## config.mk

```make
export PLATFORM = sky130hd
export DESIGN_NAME = hazard_sequencer_flat
export DESIGN_NICKNAME = d
export VERILOG_FILES = /design/src/rtl/hazard_sequencer_if.sv /design/src/rtl/hazard_sequencer.sv /design/src/flat_wrapper.sv
export SDC_FILE = /design/constraint.sdc
export NUM_CORES = 1
export LEC_CHECK = 0
export CAP_MARGIN = 40
export CORE_MARGIN = 2
export CORE_UTILIZATION = 40
export CTS_BUF_LIST = sky130_fd_sc_hd__clkbuf_8
export DETAILED_ROUTE_END_ITERATION = 8
export GPL_TIMING_DRIVEN = 1
export PLACE_DENSITY = 0.84
export REMOVE_ABC_BUFFERS = 1
export SYNTH_ARGS = -nofsm -noshare
export SYNTH_HDL_FRONTEND = slang
export SYNTH_SLANG_ARGS = --single-unit
```

## constraint.sdc

```tcl
create_clock -name clk -period 2.35 [get_ports clk]
set_input_delay 0.47 -clock clk [delete_from_list [all_inputs] [get_ports clk]]
set_output_delay 0.47 -clock clk [all_outputs]
set_load 0.005 [all_outputs]
```

## src/rtl/hazard_sequencer_if.sv

```systemverilog
// Hazard sequencer control bundle: hazard sources in, pipeline enables out.
// Optional HAZARD_PERF_CNT_EN adds the stall/flush performance counters.
interface hazard_sequencer_if;
    logic [4:0]  id_rs1;
    logic [4:0]  id_rs2;
    logic [4:0]  ex_rd;
    logic        ex_mem_read;
    logic        ex_branch_taken;
    logic        id_halt;
    logic        dmem_busy;
    logic        pc_write;
    logic        ifid_write;
    logic        idex_write;
    logic        exmem_write;
    logic        memwb_write;
    logic        ifid_flush;
    logic        idex_flush;
    logic        halted;
`ifdef HAZARD_PERF_CNT_EN
    logic [31:0] stall_cycles;
    logic [31:0] flush_count;

    modport master (
        output id_rs1, id_rs2, ex_rd, ex_mem_read,
        output ex_branch_taken, id_halt, dmem_busy,
        input  pc_write, ifid_write, idex_write,
        input  exmem_write, memwb_write,
        input  ifid_flush, idex_flush, halted,
        input  stall_cycles, flush_count
    );

    modport slave (
        input  id_rs1, id_rs2, ex_rd, ex_mem_read,
        input  ex_branch_taken, id_halt, dmem_busy,
        output pc_write, ifid_write, idex_write,
        output exmem_write, memwb_write,
        output ifid_flush, idex_flush, halted,
        output stall_cycles, flush_count
    );
`else
    modport master (
        output id_rs1, id_rs2, ex_rd, ex_mem_read,
        output ex_branch_taken, id_halt, dmem_busy,
        input  pc_write, ifid_write, idex_write,
        input  exmem_write, memwb_write,
        input  ifid_flush, idex_flush, halted
    );

    modport slave (
        input  id_rs1, id_rs2, ex_rd, ex_mem_read,
        input  ex_branch_taken, id_halt, dmem_busy,
        output pc_write, ifid_write, idex_write,
        output exmem_write, memwb_write,
        output ifid_flush, idex_flush, halted
    );
`endif
endinterface

```

## src/rtl/hazard_sequencer.sv

```systemverilog
// Pipeline hazard/freeze/halt sequencer for a 5-stage core.
// Define HAZARD_PERF_CNT_EN to add stall_cycles/flush_count counters.
module hazard_sequencer #(
    parameter int unsigned DRAIN_CYCLES = 2
) (
    input  logic                clk,
    input  logic                reset_n,
    hazard_sequencer_if.slave   hz
);

    typedef enum logic [1:0] {
        RUN,
        MEM_WAIT,
        DRAIN,
        HALTED
    } state_e;

    localparam logic [1:0] DRAIN_INIT = 2'(DRAIN_CYCLES);

    state_e     state_q, state_d;
    logic [1:0] drain_cnt_q, drain_cnt_d;
    logic       load_use;
    logic       branch_ev;
    logic       pc_w, ifid_w, idex_w, exmem_w, memwb_w;
    logic       ifid_fl, idex_fl, halt_o;

    always_comb begin
        load_use = hz.ex_mem_read && (hz.ex_rd != 5'd0) &&
                   ((hz.ex_rd == hz.id_rs1) || (hz.ex_rd == hz.id_rs2));
        state_d     = state_q;
        drain_cnt_d = drain_cnt_q;
        branch_ev   = 1'b0;
        pc_w        = 1'b1;
        ifid_w      = 1'b1;
        idex_w      = 1'b1;
        exmem_w     = 1'b1;
        memwb_w     = 1'b1;
        ifid_fl     = 1'b0;
        idex_fl     = 1'b0;
        halt_o      = 1'b0;
        if (!reset_n) begin
            {pc_w, ifid_w, idex_w, exmem_w, memwb_w} = 5'b0;
            ifid_fl = 1'b1;
            idex_fl = 1'b1;
        end else begin
            unique case (state_q)
                RUN: begin
                    if (hz.dmem_busy) begin
                        {pc_w, ifid_w, idex_w, exmem_w, memwb_w} = 5'b0;
                        state_d = MEM_WAIT;
                    end else if (hz.ex_branch_taken) begin
                        ifid_fl   = 1'b1;
                        idex_fl   = 1'b1;
                        branch_ev = 1'b1;
                    end else if (load_use) begin
                        pc_w    = 1'b0;
                        ifid_w  = 1'b0;
                        idex_fl = 1'b1;
                    end else if (hz.id_halt) begin
                        pc_w        = 1'b0;
                        ifid_w      = 1'b0;
                        idex_fl     = 1'b1;
                        drain_cnt_d = DRAIN_INIT;
                        state_d     = DRAIN;
                    end
                end
                MEM_WAIT: begin
                    // Freeze holds through the cycle busy drops.
                    {pc_w, ifid_w, idex_w, exmem_w, memwb_w} = 5'b0;
                    if (!hz.dmem_busy) state_d = RUN;
                end
                DRAIN: begin
                    pc_w    = 1'b0;
                    ifid_w  = 1'b0;
                    idex_fl = 1'b1;
                    if (hz.dmem_busy) begin
                        {pc_w, ifid_w, idex_w, exmem_w, memwb_w} = 5'b0;
                    end else if (drain_cnt_q <= 2'd1) begin
                        drain_cnt_d = 2'd0;
                        state_d     = HALTED;
                    end else begin
                        drain_cnt_d = drain_cnt_q - 2'd1;
                    end
                end
                HALTED: begin
                    {pc_w, ifid_w, idex_w, exmem_w, memwb_w} = 5'b0;
                    halt_o = 1'b1;
                end
                default: state_d = RUN;
            endcase
        end
    end

    assign hz.pc_write    = pc_w;
    assign hz.ifid_write  = ifid_w;
    assign hz.idex_write  = idex_w;
    assign hz.exmem_write = exmem_w;
    assign hz.memwb_write = memwb_w;
    assign hz.ifid_flush  = ifid_fl;
    assign hz.idex_flush  = idex_fl;
    assign hz.halted      = halt_o;

`ifdef HAZARD_PERF_CNT_EN
    logic [31:0] stall_cycles_q, stall_cycles_d;
    logic [31:0] flush_count_q, flush_count_d;

    always_comb begin
        stall_cycles_d = stall_cycles_q;
        flush_count_d  = flush_count_q;
        if (!pc_w && (state_q != HALTED) && (stall_cycles_q != '1))
            stall_cycles_d = stall_cycles_q + 32'd1;
        if (branch_ev && (flush_count_q != '1))
            flush_count_d = flush_count_q + 32'd1;
    end

    always_ff @(posedge clk) begin
        if (!reset_n) begin
            stall_cycles_q <= '0;
            flush_count_q  <= '0;
        end else begin
            stall_cycles_q <= stall_cycles_d;
            flush_count_q  <= flush_count_d;
        end
    end

    assign hz.stall_cycles = stall_cycles_q;
    assign hz.flush_count  = flush_count_q;
`endif

    always_ff @(posedge clk) begin
        if (!reset_n) begin
            state_q     <= RUN;
            drain_cnt_q <= 2'd0;
        end else begin
            state_q     <= state_d;
            drain_cnt_q <= drain_cnt_d;
        end
    end

endmodule

```

## src/flat_wrapper.sv

```systemverilog
// flat-port wrapper written by rule: the top's interface ports become plain ports
module hazard_sequencer_flat 
#(
    parameter int unsigned DRAIN_CYCLES = 2
)
  (clk, reset_n, hz_id_rs1, hz_id_rs2, hz_ex_rd, hz_ex_mem_read, hz_ex_branch_taken, hz_id_halt, hz_dmem_busy, hz_pc_write, hz_ifid_write, hz_idex_write, hz_exmem_write, hz_memwb_write, hz_ifid_flush, hz_idex_flush, hz_halted);
  hazard_sequencer_if hz_i ();
  input  logic clk;
  input  logic reset_n;
  input wire logic [$bits(hz_i.id_rs1)-1:0] hz_id_rs1;
  input wire logic [$bits(hz_i.id_rs2)-1:0] hz_id_rs2;
  input wire logic [$bits(hz_i.ex_rd)-1:0] hz_ex_rd;
  input wire logic [$bits(hz_i.ex_mem_read)-1:0] hz_ex_mem_read;
  input wire logic [$bits(hz_i.ex_branch_taken)-1:0] hz_ex_branch_taken;
  input wire logic [$bits(hz_i.id_halt)-1:0] hz_id_halt;
  input wire logic [$bits(hz_i.dmem_busy)-1:0] hz_dmem_busy;
  output wire logic [$bits(hz_i.pc_write)-1:0] hz_pc_write;
  output wire logic [$bits(hz_i.ifid_write)-1:0] hz_ifid_write;
  output wire logic [$bits(hz_i.idex_write)-1:0] hz_idex_write;
  output wire logic [$bits(hz_i.exmem_write)-1:0] hz_exmem_write;
  output wire logic [$bits(hz_i.memwb_write)-1:0] hz_memwb_write;
  output wire logic [$bits(hz_i.ifid_flush)-1:0] hz_ifid_flush;
  output wire logic [$bits(hz_i.idex_flush)-1:0] hz_idex_flush;
  output wire logic [$bits(hz_i.halted)-1:0] hz_halted;
  assign hz_i.id_rs1 = hz_id_rs1;
  assign hz_i.id_rs2 = hz_id_rs2;
  assign hz_i.ex_rd = hz_ex_rd;
  assign hz_i.ex_mem_read = hz_ex_mem_read;
  assign hz_i.ex_branch_taken = hz_ex_branch_taken;
  assign hz_i.id_halt = hz_id_halt;
  assign hz_i.dmem_busy = hz_dmem_busy;
  assign hz_pc_write = hz_i.pc_write;
  assign hz_ifid_write = hz_i.ifid_write;
  assign hz_idex_write = hz_i.idex_write;
  assign hz_exmem_write = hz_i.exmem_write;
  assign hz_memwb_write = hz_i.memwb_write;
  assign hz_ifid_flush = hz_i.ifid_flush;
  assign hz_idex_flush = hz_i.idex_flush;
  assign hz_halted = hz_i.halted;
  hazard_sequencer #(.DRAIN_CYCLES(DRAIN_CYCLES)) u_core (.clk(clk), .reset_n(reset_n), .hz(hz_i));
endmodule
```

---- Word level (Yosys, flattened, before mapping) ----
Index checks and enable logic that the tools add are counted.
W data, S select, Z words.
storage, ports and cells
  flip-flop bits (word level) ............. 4
  output and inout bits ................... 8
  word-level logic and storage cells ...... 64
operators by class
  add/sub/neg operators ................... 1
  order comparisons ....................... 1
  equal/unequal tests ..................... 15
  mux-type cells .......................... 33
  reductions and logical operators ........ 12
operator list
  kind                   number
  $mux W2                10
  $mux W1                18
  $ne A2 B2 Y1 const B   6
  $eq A5 B5 Y1           2
  $ne A3 B3 Y1 const B   3
  $reduce_and A7 Y1      1
  $pmux W1 S2            3
  $pmux W2 S3            1
  $reduce_and A6 Y1      1
  $reduce_bool A5 Y1     1
  $eq A2 B2 Y1 const B   2
  $pmux W2 S2            1
  $reduce_or A2 Y1       2
  $reduce_bool A3 Y1     1
  $reduce_or A3 Y1       1
  $eq A2 B1 Y1 const B   1
  $le A2 B1 Y1 const B   1
  $logic_and A1 B1 Y1    2
  $logic_not A2 Y1       1
  $ne A2 B1 Y1 const B   1
  $reduce_bool A2 Y1     1
  $sub A2 B1 Y2 const B  1
  $logic_or A1 B1 Y1     1

---- Logic depth before layout (Yosys ltp) ----
Gate-level depths: netlist of run 1.
  depth after elaboration ................. 8
  depth in mapped cells ................... 7
  depth with buffers taken out ............ 7

---- Worst setup path after synthesis of run 1 ----
No wires, ideal clock.
  kind .................................... in2out
  from .................................... input port hz_ex_rd[0]
  to ...................................... output port hz_pc_write
  data arrival time ....................... 1.614 ns
  setup slack ............................. 0.266 ns
  cell stages on the path ................. 6
  path buffers ............................ 1
  path through ............................ or4_4 > o21ai_2 > nor2_2 > nor2_1 > o2111a_1 > buf_4
on the way
  cells in the longest elaborated chain, start to end .. 8
ends and longest elaborated chain
  what                                                              line                                            RTL
  start, declared                                                   flat_wrapper.sv:12                              input wire logic [$bits(hz_i.ex_rd)-1:0] hz_ex_rd;
  $eq A5 B5 Y1 / $reduce_bool A5 Y1 (equally long branches)         hazard_sequencer.sv:29, hazard_sequencer.sv:28
  $logic_or A1 B1 Y1 / $logic_and A1 B1 Y1 (equally long branches)  hazard_sequencer.sv:29, hazard_sequencer.sv:28
  $logic_and A1 B1 Y1 *                                             hazard_sequencer.sv:28                          load_use = hz.ex_mem_read && (hz.ex_rd != 5'd0) &&
  $mux W1 * (3 in a row)                                            n/a
  $pmux W1 S2 *                                                     n/a
  $mux W1 *                                                         n/a
  end, declared                                                     flat_wrapper.sv:17                              output wire logic [$bits(hz_i.pc_write)-1:0] hz_pc_write;
Every way passes the cells marked *; elsewhere a longest branch is shown, timed or not.

---- Worst setup path after layout of run 1 ----
  from .................................... input port hz_ex_rd[3]
  to ...................................... output port hz_ifid_write
on the way
  cells in the longest elaborated chain, start to end .. 8
ends and longest elaborated chain
  what                                                              line                                            RTL
  $eq A5 B5 Y1 / $reduce_bool A5 Y1 (equally long branches)         hazard_sequencer.sv:29, hazard_sequencer.sv:28
  $logic_or A1 B1 Y1 / $logic_and A1 B1 Y1 (equally long branches)  hazard_sequencer.sv:29, hazard_sequencer.sv:28
  $logic_and A1 B1 Y1 *                                             hazard_sequencer.sv:28
  $mux W1 *                                                         hazard_sequencer.sv:55                          end else if (load_use) begin
  $mux W1 *                                                         hazard_sequencer.sv:51                          end else if (hz.ex_branch_taken) begin
  $mux W1 *                                                         hazard_sequencer.sv:48                          if (hz.dmem_busy) begin
  $pmux W1 S2 *                                                     hazard_sequencer.sv:46                          unique case (state_q)
  $mux W1 *                                                         hazard_sequencer.sv:41                          if (!reset_n) begin
  end, declared                                                     flat_wrapper.sv:18                              output wire logic [$bits(hz_i.ifid_write)-1:0] hz_ifid_write;
Marks and branches as above.

==> metrics.csv, run 1 <==
metric,value,unit
status,finished clean,
R2R setup slack,0.49,ns
via count,692,
crit-path cells,clkdlybuf4s15_2 > or4_4 > o21ai_4 > nor2_2 > nor2_2 > o2111a_1 > buf_2,
Worst-Skew Late Latency,0.21,ns
"wirelength, routed",1.67,mm
unrepaired setup endpoints after global routing,false,
HP Start,u_core.drain_cnt_q[0],
"EDFF count, synth",0,
initial antenna violation count,0,
post-synthesis cell type count,29,
multiplexer share of the synthesized area,0,%
cell with the most instances after synthesis,xor2_1,
Main synth FF type,dfxtp_1,
XOR/XNOR Fraction of Synth Area,16.0,%
deepest clock path buffer count,2,
Final Setup Violations,0,
Post-layout nets,146,
sequential share of the synthesized area,14.6,%
number of port buffers,28,
GRT Util Overall,22.4,%
CTS tree,built,
top post-synthesis cells by area,"xor2_1 (16%), dfxtp_1 (15%), ha_1 (11%)",
ys async rst share,0,%
post-route ant nets,0,
Clock Sinks,4,
setup ws final,0.0725,ns
final core occ,77.9,%
simple-gate portion of the synthesized area,24.9,%
CP arrival,1.81,ns
Final Hold Viols,0,
r2r worst-path depth,7,
fraction of layout instances using a drive strength above 1,28.8,%
DPL Wire Length,1.34,mm
Pre-Repair DR Iteration Count,4,
final hold slack,0.482,ns
max-cap check violation count,0,
total number of H-tree levels,1,
placed cell count,129,
total gr overflow,0,
r2r startpoint,u_core.state_q[0],
worst reg2reg path endpoint,u_core.state_q[0],
Core Region,1280,um2
pin count of the biggest net entering global routing,9,
CP most frequent cell,nor2_2,
Non-Filler Instances,133,
Peak VDD IR,0.000442,V
syn avg cell area,7.41,um2
Synth top area share,16.0,%
Syn Inst Count,74,
"Slew Viols, Final",0,
Leak,0.491,nW
Hold Crit Class,flip-flop to flip-flop,
Initial DRC Count,5,
#FFs+latches synth,4,
Final min period,2.28,ns
number of diodes,0,
Synth top cells by count,"xor2_1 (10), nor2_1 (8), nand2_1 (7), inv_1 (6), o21ai_0 (6)",
vias in the first global route,705,
I/O Pins,29,
crit path max fanout,2,
Hold Path Cell Cnt,2,
adder-cell share of the synthesized area,11.4,%
clock skew,0.00113,ns
die height,41.0,um
YS warnings,0,
Std-Cell Rows,13,
clock slew at reported path FFs,0.03,ns
Final Cycle Share,96.9,%
CTS Buf Count,3,
vias per inst,5.20,
power density over the cells,686,nW/um2
Syn-to-layout area delta,82.6,%
Root Driver,clkbuf_8,
Slew HR,82.7,%
pre-CTS setup slack,-0.603,ns
CP required,1.88,ns
crit path kind,input pin to output port,
slowest CP cell,or4_4,
die width,41.0,um
Setup crit end kind,output port,
residual DRC count,0,
Worst-Margin Slew,0.259,ns
hold endpoint,u_core.drain_cnt_q[0],
Die ar.,1680,um2
global-route wire length before repair,2.52,mm
Routed wire per std cell,12.6,um
hold_buf cts,0,
post-synthesis compound-gate area fraction,24.9,%
cell type with the largest total area after synthesis,xor2_1,
max incr delay on CP,0.53,ns
GPL Wtd Cong,0.757,
initial cell density of the core,42.6,%
largest family of logic cells by synthesized area,compound AO/OA/AOI/OAI gates,
FMAX,439,MHz
Worst Setup Start Kind,input pin,
cell area after synthesis,548,um2
## critical path, delay by kind of cell
family                 cells  cell delay (ns)
and+or+nand+nor            3             0.68
AOI/OAI and AO/OA          2             0.35
buffers and inverters      2             0.31
## per-layer routing
metal  track usage, %  vias up  wire length (um)
li1                 -      345                 -
met1             20.8      314               602
met4             14.2        0                20
met3             1.09        2                68
met5                0        -                 0
met2             45.7       31               980
## through the flow
step	instance area [um2]	power (mW)	setup TNS, ns
after CTS	981	0.688	0
final	1000	0.686	0
after detailed placement	937	0.545	-2.63
after global routing	1000	0.746	0
after floorplan	526	0.355	0
after global placement	937	0.529	-2.22
## final cells by class
cell class / instances / area, um2
multi-input combinational: 61 / 448
timing repair buffer: 44 / 390
fill: 97 / 284
sequential: 4 / 80.1
clock buffer: 3 / 41.3
inverter: 6 / 22.5
tap: 15 / 18.8
## where the power goes
group | switching [mW] | internal (mW)
Combinational | 0.213 | 0.214
Sequential | 0.0269 | 0.0891
Clock | 0.0344 | 0.109
Total | 0.274 | 0.412
## registers in the layout, indices dropped and copies added, names as in the netlist
name                count
u_core.drain_cnt_q      2
u_core.state_q          2
## worst max path at each step
stage | startpoint | to | slack (ns) | depth (start not counted)
after CTS | hz_ex_rd[3] | hz_ifid_write | 0.003 | 7
after global routing | hz_ex_rd[3] | hz_ifid_write | 0.002 | 7
after detailed placement | hz_ex_rd[0] | hz_ifid_write | -0.60 | 7
after global placement | hz_ex_rd[0] | hz_ifid_write | -0.55 | 7
after floorplan | hz_ex_rd[0] | hz_ifid_write | 0.36 | 5
final | hz_ex_rd[3] | hz_ifid_write | 0.07 | 7
## cells by family after synthesis
family / Yosys count
compound gates: 19
xor+xnor: 10
fa+ha+maj: 5
buf+inv: 9
flops: 4
simple gates: 27
## placed cells by master, fill, tap and decap left out, types with 2 or more instances in the layout
cell / n
xor2_1: 10
buf_2: 3
a21oi_1: 3
buf_4: 15
dlygate4sd2_1: 6
dfxtp_1: 4
nor2_1: 7
nand2_1: 7
inv_1: 6
clkdlybuf4s15_1: 2
ha_1: 5
nor2_2: 2
o21ai_0: 5
clkdlybuf4s50_1: 10
clkbuf_8: 3
nor3_2: 3
dlymetal6s2s_1: 5
## repair_timing
item | 4_1_cts | 5_1_grt
gates resized for setup | 30 | 10
setup buffers | 1 | 0
cloned | 0 | 0
pin swaps | 13 | 9
endpoints found under the setup margin | 6 | 8
No activity file was read; power rests on OpenSTA's default activity.
==> inputs of run 2 (changes only) <==
--- a/config.mk
+++ b/config.mk
@@ -10,8 +10,10 @@
 export CORE_UTILIZATION = 40
 export CTS_BUF_LIST = sky130_fd_sc_hd__clkbuf_8
 export DETAILED_ROUTE_END_ITERATION = 8
+export GPL_ROUTABILITY_DRIVEN = 0
 export GPL_TIMING_DRIVEN = 1
 export PLACE_DENSITY = 0.84
+export RECOVER_POWER = 50
 export REMOVE_ABC_BUFFERS = 1
 export SYNTH_ARGS = -nofsm -noshare
 export SYNTH_HDL_FRONTEND = slang
==> constraint.sdc (replaced) <==
create_clock -name clk -period 2.35 [get_ports clk]
set_input_delay 0.705 -clock clk [delete_from_list [all_inputs] [get_ports clk]]
set_output_delay 0.705 -clock clk [all_outputs]
set_load 0.005 [all_outputs]
==> run 2 against run 1 <==
  * The run now ends with setup timing left
  * Worst hold slack gained 0.058 ns
  * Clock power barely moved
  * First-iteration DRC count is 60% higher
  * Maximum frequency shrank 14%
  * Die area stayed put
  * Critical path depth increased by 2
  * Final cell count rose by 5.3%
  * Worst setup slack got worse by 0.39 ns
  * Cell area rose by 5.1%
  * Global-route usage up 0.33 points
  * Non-clock buffer count increased by 7
  * Sequential power decreased by 7%
  * Critical path type unchanged
  * Largest cell class unchanged
==> metrics.csv, run 2 (same netlist as run 1, synthesis figures left out) <==
metric,value,unit
"most common cell after layout, fill and taps aside",buf_4,
Hold Crit Class,flip-flop to flip-flop,
Flop pwr share,14.7,%
Syn-to-layout area delta,92.0,%
Final Setup Violations,4,
Final min period,2.66,ns
GRT Util Overall,22.8,%
vias in the first global route,664,
Leak,0.512,nW
CTS tree,built,
CP arrival,1.96,ns
Routed wire per std cell,12.8,um
post-route ant nets,0,
final hold slack,0.540,ns
area occupied by multi-input gates,470,um2
Top delay family on crit path,simple AND/OR/NAND/NOR gates,
CP required,1.64,ns
initial cell density of the core,42.6,%
Final Hold Viols,0,
vias per inst,5.09,
status,finished with violations,
"commonest cells after routing, fill and taps aside","buf_4 (21), dlygate4sd2_1 (15), xor2_1 (9), nor2_1 (7), nand2_1 (6)",
crit path kind,input pin to output port,
Non-Filler Instances,140,
max-cap check violation count,0,
Peak VDD IR,0.000433,V
internal power,434,uW
total gr overflow,0,
area occupied by registers,80.1,um2
Final Cycle Share,113,%
clock share of power,19.8,%
Die ar.,1680,um2
hold_buf cts,0,
final core occ,81.9,%
Slew HR,81.9,%
Sw Ratio,40.9,%
Std-Cell Rows,13,
deepest clock path buffer count,2,
I/O Pins,29,
"wirelength, routed",1.79,mm
slowest CP cell,o2111a_1,
WP buf/inv,3,
number of diodes,0,
die width,41.0,um
initial antenna violation count,0,
power density over the cells,698,nW/um2
DPL Wire Length,1.38,mm
placed inst area,960,um2
CTS Buf Count,3,
Clock Sinks,4,
Initial DRC Count,8,
clock skew,0.000368,ns
Post-layout nets,153,
FMAX,375,MHz
unrepaired setup endpoints after global routing,true,
total number of H-tree levels,1,
Worst Setup Start Kind,input pin,
placed cell count,132,
switching power,301,uW
crit-path cells,buf_6 > buf_6 > xor2_2 > nor3_2 > a22oi_2 > nor2_2 > nor2_2 > o2111a_1 > buf_2,
failing checks,setup timing,
Setup crit end kind,output port,
residual DRC count,0,
"Slew Viols, Final",0,
number of port buffers,28,
fin area,1050,um2
Worst-Margin Slew,0.268,ns
global-route wire length before repair,2.46,mm
max incr delay on CP,0.23,ns
crit path max fanout,2,
Worst-Skew Late Latency,0.21,ns
Pre-Repair DR Iteration Count,4,
clock slew at reported path FFs,0.03,ns
"Power, Total",735,uW
Core Region,1280,um2
setup TNS,-0.935,ns
pre-CTS setup slack,-1.07,ns
largest registers,"u_core.drain_cnt_q: 2 flops, u_core.state_q: 2 flops",
via count,712,
fraction of layout instances using a drive strength above 1,38.4,%
die height,41.0,um
pin count of the biggest net entering global routing,8,
fill cell total of the finished layout,97,
setup ws final,-0.313,ns
part of the power in combinational logic,65.6,%
Root Driver,clkbuf_8,
[run 2: changes by cell type in the layout (fill, tap and decap cells not counted), moves of 2 or more]
cell             delta
dlygate4sd2_1       +9
dlymetal6s2s_1      -5
buf_2               +2
buf_4               +6
clkdlybuf4s50_1     -8
clkdlybuf4s15_1     +2
o21ai_2             +2
buf_6               +2
[run 2: path summary, 6_finish.rpt]
kind              slack, ns                   from  depth (start not counted)               endpoint
hold / removal         0.54  u_core.drain_cnt_q[0]                          2  u_core.drain_cnt_q[0]
hold reg to reg        0.54  u_core.drain_cnt_q[0]                          2  u_core.drain_cnt_q[0]
setup / recovery      -0.31            hz_ex_rd[2]                          9          hz_ifid_write
setup reg to reg       0.65      u_core.state_q[0]                          6      u_core.state_q[0]
[run 2: area by class of cell]
class,count,area share (%)
flip-flops and latches,4,7.61
clock buffers,3,3.92
inverters,6,2.14
well taps,15,1.78
repair buffers,51,39.8
multi-input cells,61,44.7
[run 2: metal layers]
layer	share of wire (%)	GRT usage, %	up-vias
met5	0	0	-
met1	38	21.8	326
met2	58	47.3	25
met3	3.8	0	2
li1	-	-	359
met4	0.45	12.5	0
[run 2: worst reg2reg max path, stage by stage, from the launching register on]
cell and delay [ns]:
dfxtp_1 0.31, inv_1 0.12, ha_1 0.23, nand2_4 0.08, or3_1 0.40, and3_1 0.20
o221a_2 0.26
[run 2: power by group through the flow]
stage	Clock (mW)	Combinational (mW)	Sequential (mW)
3_3_place_gp	0	0.446	0.104
2_1_floorplan	0	0.248	0.107
5_1_grt	0.151	0.523	0.107
6_report	0.145	0.482	0.108
3_5_place_dp	0	0.464	0.105
4_1_cts	0.148	0.465	0.106
[run 2: what timing repair did]
action / in CTS / in global routing
pin swaps: 17 / 13
endpoints found under the setup margin: 11 / 5
gates cloned: 0 / 0
buffers inserted: 5 / 0
resized for setup: 60 / 9
==> inputs of run 3 (changes only) <==
--- a/config.mk
+++ b/config.mk
@@ -9,6 +9,7 @@
 export CORE_MARGIN = 2
 export CORE_UTILIZATION = 40
 export CTS_BUF_LIST = sky130_fd_sc_hd__clkbuf_8
+export CTS_CLUSTER_DIAMETER = 60
 export DETAILED_ROUTE_END_ITERATION = 8
 export GPL_ROUTABILITY_DRIVEN = 0
 export GPL_TIMING_DRIVEN = 1
==> constraint.sdc (replaced) <==
create_clock -name clk -period 2.35 [get_ports clk]
set_input_delay 0.235 -clock clk [delete_from_list [all_inputs] [get_ports clk]]
set_output_delay 0.235 -clock clk [all_outputs]
set_load 0.005 [all_outputs]
==> run 3 against run 2 <==
  * The run now ends clean
  * Worst hold slack got worse by 0.052 ns
  * Core utilization fell by 8.2 points
  * Non-clock buffer count fell by 13
  * Maximum frequency rose by 22%
  * Die area did not move
  * Global-route usage fell by 1.0 points
  * Flip-flop and latch count did not move
  * Register-to-register slack got worse by 0.24 ns
  * Via count fell by 4.2%
  * Cell area fell by 10%
  * Sequential power rose by 4%
  * Clock power barely moved
  * Largest cell class unchanged
  * Largest power group unchanged
==> metrics.csv, run 3 (same netlist as run 1, synthesis figures left out) <==
metric,value,unit
initial antenna violation count,0,
Non-Filler Instances,127,
r2r startpoint,u_core.state_q[0],
crit path max fanout,7,
post-route ant nets,0,
r2r worst-path depth,6,
power density over the cells,695,nW/um2
Std-Cell Rows,13,
fill cell total of the finished layout,110,
global-route wire length before repair,2.41,mm
crit path kind,flip-flop to output port,
die width,41.0,um
Hold Crit Class,flip-flop to flip-flop,
hold endpoint,u_core.drain_cnt_q[0],
clock slew at reported path FFs,0.03,ns
Leak,0.415,nW
initial cell density of the core,42.6,%
Routed wire per std cell,12.4,um
CTS tree,built,
"wirelength, routed",1.58,mm
HP Start,u_core.drain_cnt_q[0],
Peak VDD IR,0.000340,V
Final min period,2.18,ns
Worst Setup Start Kind,flip-flop,
residual DRC count,0,
deepest clock path buffer count,2,
Clock Sinks,4,
Hold Path Cell Cnt,2,
placed cell count,121,
via count,682,
Syn-to-layout area delta,72.8,%
CP arrival,1.95,ns
Core Region,1280,um2
FMAX,458,MHz
Worst-Skew Late Latency,0.21,ns
I/O Pins,29,
status,finished clean,
Final Cycle Share,92.9,%
"Slew Viols, Final",0,
max-cap check violation count,0,
total number of H-tree levels,1,
number of diodes,0,
clock skew,0.00127,ns
Final Hold Viols,0,
R2R setup slack,0.41,ns
vias per inst,5.37,
"most common cell after layout, fill and taps aside",clkdlybuf4s50_1,
vias in the first global route,634,
DPL Wire Length,1.24,mm
largest registers,"u_core.drain_cnt_q: 2 flops, u_core.state_q: 2 flops",
Slew HR,77.7,%
number of port buffers,28,
placed inst area,877,um2
Final Setup Violations,0,
total gr overflow,0,
Pre-Repair DR Iteration Count,4,
fraction of layout instances using a drive strength above 1,18.8,%
die height,41.0,um
CTS Buf Count,3,
final hold slack,0.488,ns
Initial DRC Count,23,
"commonest cells after routing, fill and taps aside","clkdlybuf4s50_1 (21), xor2_1 (10), buf_4 (10), nor2_1 (8), nand2_1 (7)",
"Power, Total",658,uW
CP required,2.12,ns
GRT Util Overall,21.8,%
unrepaired setup endpoints after global routing,false,
hold_buf cts,0,
fin area,947,um2
Die ar.,1680,um2
Worst-Margin Slew,0.331,ns
Root Driver,clkbuf_8,
worst reg2reg path endpoint,u_core.state_q[0],
pin count of the biggest net entering global routing,9,
Post-layout nets,140,
Setup crit end kind,output port,
run 3: cell type report:
cell class | count | area, um2 | share of cell area [%]
Multi-Input combinational cell | 61 | 433 | 45.7
Timing Repair Buffer | 38 | 352 | 37.1
Sequential cell | 4 | 80.1 | 8.45
Clock buffer | 3 | 41.3 | 4.36
Inverter | 6 | 22.5 | 2.38
Tap cell | 15 | 18.8 | 1.98
run 3: worst max-delay path by stage:
stage,from,endpoint
2_1_floorplan,u_core.state_q[0],u_core.state_q[0]
3_3_place_gp,hz_ex_rd[0],hz_ifid_write
3_5_place_dp,hz_ex_rd[0],hz_pc_write
4_1_cts,hz_ex_rd[0],hz_pc_write
5_1_grt,hz_ex_rd[0],hz_ifid_write
6_report,u_core.state_q[0],hz_ifid_flush
run 3: layer usage:
| metal | vias up | GRT usage [%] | wire (um) |
|---|---|---|---|
| met1 | 309 | 20.8 | 580 |
| met4 | 0 | 15.0 | 42 |
| met5 | - | 0 | 0 |
| li1 | 335 | - | - |
| met3 | 6 | 1.09 | 85 |
| met2 | 32 | 43.0 | 869 |
run 3: critical path: stages, from the launching register on:
cell	delay [ns]
dfxtp_1	0.36
inv_1	0.14
ha_1	0.32
nand2_1	0.14
o21ai_0	0.23
clkdlybuf4s50_1	0.55
run 3: what timing repair did:
action / 4_1_cts / 5_1_grt
pin swaps: 0 / 1
resized for setup: 5 / 0
setup endpoints to repair: 3 / 2
buffers inserted: 3 / 0
run 3: report_power, final:
group | switching [mW] | internal, mW
combinational | 0.208 | 0.194
sequential | 0.0231 | 0.0890
clock | 0.0347 | 0.109
run 3: through the flow:
step	setup TNS (ns)	utilization (%)	setup slack [ns]
finish	0	73.7	0.166
global route	0	73.7	0.0139
CTS	0	73.7	0.153
detailed placement	-0.362	68.3	-0.104
global placement	-0.196	68.3	-0.0781
floorplan	0	-	0.646
